==> src/rtl/dual_mode_buffer.sv <==
// dual_mode_buffer: one circular storage array that runs as a FIFO or a LIFO.
// The mode is chosen at run time through mode_sel and only changes while the
// buffer is empty. Read data falls through: out_data shows the next entry to
// be popped, or 0 while empty.
//
// Handshakes: a transfer happens on a rising edge where valid and ready are
// both high (push = in_valid & in_ready, pop = out_valid & out_ready).
// in_ready = ~full | out_ready, so a full buffer can take a word in the same
// cycle it gives one away. This is a combinational path from out_ready to
// in_ready; the producer must not make in_valid depend on in_ready.
//
// Optional build macro DMB_ERR_FLAGS_EN enables the sticky overflow and
// underflow flags. Without it, both flags are tied to 0 and err_clr is
// ignored.
module dual_mode_buffer #(
  parameter int DATA_WIDTH    = 8,
  parameter int DEPTH         = 20,
  parameter int AFULL_THRESH  = DEPTH - 2,
  parameter int AEMPTY_THRESH = 2
) (
  input  logic                         clk,
  input  logic                         rst,
  input  logic                         mode_sel,
  input  logic                         in_valid,
  output logic                         in_ready,
  input  logic [DATA_WIDTH-1:0]        in_data,
  output logic                         out_valid,
  input  logic                         out_ready,
  output logic [DATA_WIDTH-1:0]        out_data,
  output logic [$clog2(DEPTH+1)-1:0]   count,
  output logic                         full,
  output logic                         empty,
  output logic                         almost_full,
  output logic                         almost_empty,
  input  logic                         err_clr,
  output logic                         overflow,
  output logic                         underflow
);

  localparam int CW = $clog2(DEPTH + 1);
  localparam int AW = $clog2(DEPTH);
  localparam int SW = CW + 1;

  typedef enum logic {
    MODE_FIFO = 1'b0,
    MODE_LIFO = 1'b1
  } mode_t;

  mode_t                 mode_q, mode_d;
  logic [AW-1:0]         head_q;
  logic [CW-1:0]         count_q;
  logic [DATA_WIDTH-1:0] mem [DEPTH];

  logic                  push, pop;
  logic [SW-1:0]         tail_sum, top_sum;
  logic [AW-1:0]         tail, top, rd_idx, wr_idx, head_inc;

  // Flags come only from the occupancy register.
  assign full         = (count_q == CW'(DEPTH));
  assign empty        = (count_q == '0);
  assign almost_full  = (count_q >= CW'(AFULL_THRESH));
  assign almost_empty = (count_q <= CW'(AEMPTY_THRESH));
  assign count        = count_q;

  assign in_ready  = ~full | out_ready;
  assign out_valid = ~empty;
  assign push      = in_valid & in_ready;
  assign pop       = out_valid & out_ready;

  // Index arithmetic modulo DEPTH. The sums use one extra bit and are reduced
  // by a single conditional subtract. top is only used when count > 0.
  always_comb begin
    tail_sum = SW'(head_q) + SW'(count_q);
    tail     = (tail_sum >= SW'(DEPTH)) ? AW'(tail_sum - SW'(DEPTH)) : AW'(tail_sum);
    top_sum  = (count_q == '0) ? SW'(head_q) : (SW'(head_q) + SW'(count_q) - SW'(1));
    top      = (top_sum >= SW'(DEPTH)) ? AW'(top_sum - SW'(DEPTH)) : AW'(top_sum);
    head_inc = (head_q == AW'(DEPTH - 1)) ? '0 : head_q + AW'(1);
    rd_idx   = (mode_q == MODE_LIFO) ? top : head_q;
    // A LIFO push+pop replaces the top entry. A FIFO push+pop on a full
    // buffer writes the tail, which is the slot being vacated.
    wr_idx   = (pop && mode_q == MODE_LIFO) ? top : tail;
  end

  assign out_data = empty ? '0 : mem[rd_idx];

  // Mode next-state: follow mode_sel only while the buffer is empty.
  always_comb begin
    mode_d = mode_q;
    if (empty) mode_d = mode_t'(mode_sel);
  end

  // Mode state register.
  always_ff @(posedge clk) begin
    if (rst) mode_q <= MODE_FIFO;
    else     mode_q <= mode_d;
  end

  // Head pointer and occupancy update from the push/pop events.
  always_ff @(posedge clk) begin
    if (rst) begin
      head_q  <= '0;
      count_q <= '0;
    end else begin
      if (pop && mode_q == MODE_FIFO) head_q <= head_inc;
      if (push && !pop)      count_q <= count_q + CW'(1);
      else if (pop && !push) count_q <= count_q - CW'(1);
    end
  end

  // Storage write. The array is not reset; a push during reset is dropped.
  always_ff @(posedge clk) begin
    if (push && !rst) mem[wr_idx] <= in_data;
  end

`ifdef DMB_ERR_FLAGS_EN
  // Sticky error flags. err_clr wins over a new set in the same cycle.
  always_ff @(posedge clk) begin
    if (rst || err_clr) begin
      overflow  <= 1'b0;
      underflow <= 1'b0;
    end else begin
      if (in_valid && !in_ready)   overflow  <= 1'b1;
      if (out_ready && !out_valid) underflow <= 1'b1;
    end
  end
`else
  logic unused_err_clr;
  assign unused_err_clr = err_clr;
  assign overflow  = 1'b0;
  assign underflow = 1'b0;
`endif

endmodule

==> config.mk <==
export PLATFORM = sky130hd
export DESIGN_NAME = dual_mode_buffer
export DESIGN_NICKNAME = d
export VERILOG_FILES = /design/src/rtl/dual_mode_buffer.sv
export SDC_FILE = /design/constraint.sdc
export NUM_CORES = 1
export LEC_CHECK = 0
export BUFFER_PORTS_ARGS = -buffer_cell sky130_fd_sc_hd__buf_4
export CAP_MARGIN = 5
export CORE_ASPECT_RATIO = 1.25
export CORE_MARGIN = 4
export CORE_UTILIZATION = 61
export DETAILED_ROUTE_END_ITERATION = 8
export GPL_TIMING_DRIVEN = 0
export PLACE_DENSITY_LB_ADDON = 0.12
export SLEW_MARGIN = 25
export SYNTH_ARGS = -nofsm -noshare
export SYNTH_HDL_FRONTEND = slang
export SYNTH_SLANG_ARGS = --single-unit
==> constraint.sdc <==
create_clock -name clk -period 5.1 [get_ports clk]
set_input_delay 0.255 -clock clk [delete_from_list [all_inputs] [get_ports clk]]
set_output_delay 0.255 -clock clk [all_outputs]
set_load 0.01 [all_outputs]
==> out/qor.csv <==
metric;value;unit
status;completed;
layout.cells.non_filler;848;
cts_max_path_buffers;2;
synthesis.area;7780;µm²
clk_pin_slew;0.07;ns
slew_violations;0;
area_growth;14.1;%
setup_ws;0.190;ns
yosys.area_share.simple;11.0;%
grt_max_degree;21;
synth_compound_area_share;12.8;%
finalCritPeriodShare;96.3;%
tritoncts;yes;
timing.max_cap.violations;0;
synth_top_family_by_area;compound AO/OA/AOI/OAI gates;
nFillCells;842;
tightest_slew;0.873;ns
hold_viol;0;
yosysUniqueCellTypes;55;
numCtsBuffers;17;
peakVddDrop;0.460;mV
min_from;mode_sel;
overflow;0;
post_drt_wl_per_cell;22.6;µm
synthArstFlopShare;0;%
dpl.hpwl;13100;µm
die_area;14600;µm²
drt_iter0_drc;428;
fin_crit;4.91;ns
ys.warnings.count;0;
static-leakage-power;0.00307;µW
r2r-start;count[0]$_SDFFE_PP0P_;
internal-power;3300;µW
layout-drive-gt1-share;14.0;%
switchingPower;2250;µW
p_seq_share;31.0;%
hold_class;in -> reg;
fin_util;72.0;%
cp_top_family;compound AO/OA/AOI/OAI gates;
critical_path_depth;18;
die_h;134;µm
postSynthAreaPerCell;12.6;µm²
port_buffers;31;
start_util;63.1;%
whs;0.0970;ns
clockPowerShare;22.6;%
crit_arrival;4.65;ns
drc;0;
cts_root_buf;clkbuf_16;
synth_flop_cell;edfxtp_1;
cp_num_buf_inv;3;
netlist_instances;617;
synth-edff-count;160;
netSwitchingFraction;40.5;%
io_pins;35;
yosysSeqAreaShare;64.6;%
place_area;8230;µm²
vias;5388;
synth_mux_area_share;4.52;%
power_density;625;nW/µm²
relSlewSlack;41.2;%
antenna_left;0;
ys_seq_elements;171;
firstDrtPassIters;6;
synth_xor_area_share;1.43;%
cp-end-kind;output port;
final_nets;703;
finalSetupViolCount;0;
h-tree-depth;4;
slowest_stage;fa_1;
dp_cells;813;
gp_congestion;0.943;
routed_wirelength;19200;µm
max_stage_delay;0.41;ns
cts.sinks;171;
clock.fmax;204;MHz
holdPathStages;3;
grt_pass1_vias;5295;
grt_pass1_wl;29300;µm
critPathLaunchType;register;
cp.required;4.85;ns
crit_type;reg -> out;
critical_path.cell_chain;ha_1 > fa_1 > xor2_1 > or3_4 > xor2_1 > o21ai_1 > inv_1 > ha_1 > nand3_1 > o211ai_1 > o211ai_1 > a21o_1 > a31oi_4 > buf_4 > mux2i_2 > o32ai_1 > o21bai_1 > buf_4;
rows;45;
clock_latency;0.42;ns
cp-startpoint;count[0]$_SDFFE_PP0P_;
grt_use_total;27.4;%
final_area;8880;µm²
ff2ff_path_depth;16;
routed_via_density;6.35;
fp.dieW;109;µm
core_area;12300;µm²
synthAdderAreaFrac;3.09;%
pre_cts_slack;0.227;ns
p_comb_share;46.4;%
cp_max_fo;8;
antenna_found_initial;0;
fin_worst_skew;0.00690;ns
diodes;0;
[cells in the final DEF, fill, tap and decap left out, types with 6 or more instances in the layout]
cell type  instances
mux2i_1           29
dfxtp_1            8
buf_4             37
nand3_1           14
o21ai_0           10
nor2_1            41
edfxtp_1         160
clkbuf_16         17
nand2_1           95
a21o_1             8
inv_1             12
xor2_1             6
o32ai_1            7
clkbuf_1          21
a221oi_1           7
a211oi_1          12
o21bai_1           7
ha_1              16
and3_1             9
and2_1            10
a22oi_1           15
a21oi_1           44
a31oi_1           10
[synthesized netlist by cell type (all sizes together) (11+ instances only)]
| cell | instances | area (µm²) |
|---|---|---|
| a31oi | 11 | 83.8 |
| o21ai | 15 | 78.8 |
| ha | 16 | 200 |
| a21oi | 44 | 220 |
| mux2i | 34 | 340 |
| edfxtp | 160 | 4800 |
| clkbuf | 20 | 75.1 |
| dfxtp | 11 | 220 |
| nand2 | 95 | 357 |
| nor2 | 42 | 158 |
| a22oi | 15 | 113 |
| a211oi | 12 | 90.1 |
| nand3 | 15 | 75.1 |
| buf | 11 | 73.8 |
| inv | 12 | 45.0 |
[stage by stage]
step | power [µW] | TNS [ns]
floorplan | 3360 | 0
global route | 5840 | -0.0232
detailed placement | 4200 | 0
global placement | 4140 | 0
CTS | 5470 | 0
finish | 5550 | 0
[layer usage]
metal  GRT usage, %  routed length (µm)  vias to the layer above
li1               -                   -                     2433
met1           32.2                6860                     2693
met3           3.61                1190                       31
met5              0                   0                        -
met2           50.3               10600                      231
met4           10.3                 523                        0
[cells by family (layout without fill, tap and decap cells)]
kind of cell,count (synthesis),count (layout)
AO/OA/AOI/OAI,145,145
buffers and inverters,43,109
XOR/XNOR,11,11
other,1,2
multiplexers,35,35
flip-flops,171,171
AND/OR/NAND/NOR,193,193
adder cells (fa/ha/maj),18,18
[power by group through the flow]
stage               Combinational (µW)  Sequential [µW]  Clock, µW
CTS                               2490             1720       1260
detailed placement                2460             1750          0
global route                      2780             1730       1330
global placement                  2400             1740          0
floorplan                         1630             1730          0
finish                            2580             1720       1250
[worst register-to-register path, delay by kind of cell, from the launching register on]
kind                     cells  cell delay [ns]
flip-flops                   1             0.38
multiplexers                 1             0.31
adder cells (fa/ha/maj)      3             0.84
AO/OA/AOI/OAI                4             0.64
XOR/XNOR                     2             0.55
AND/OR/NAND/NOR              5             1.56
buffers and inverters        1             0.08
[final timing paths]
check	end	slack, ns
setup / recovery	out_data[1]	0.19
hold / removal	mode_q$_SDFFE_PP0P_	0.1
setup reg to reg	mem[17][1]$_DFFE_PP_	0.35
hold reg to reg	head_q[0]$_SDFFE_PP0P_	0.56
[what timing repair did]
action / CTS / global route
endpoints found under the setup margin: 5 / 40
resized for setup: 1 / 12
endpoints found under the hold margin: 1 / 0
pin swaps: 1 / 3
buffers inserted: 1 / 1
hold buffers: 1 / 0
gates cloned: 0 / 0
[flip-flops by register name (all words and copies together), names as in the netlist]
signal and count:
count 5, head_q 5, mem 160, mode_q 1
[final cells by class]
class | count | area (µm²) | area share, %
buffer | 31 | 149 | 1.68
clock buffer | 18 | 429 | 4.83
clock inverter | 14 | 158 | 1.78
inverter | 12 | 45.0 | 0.507
multi-input combinational | 404 | 2610 | 29.4
sequential | 171 | 5030 | 56.6
tap | 164 | 205 | 2.31
timing repair buffer | 34 | 258 | 2.90
Note: power is estimated with default switching activity, not from simulation.
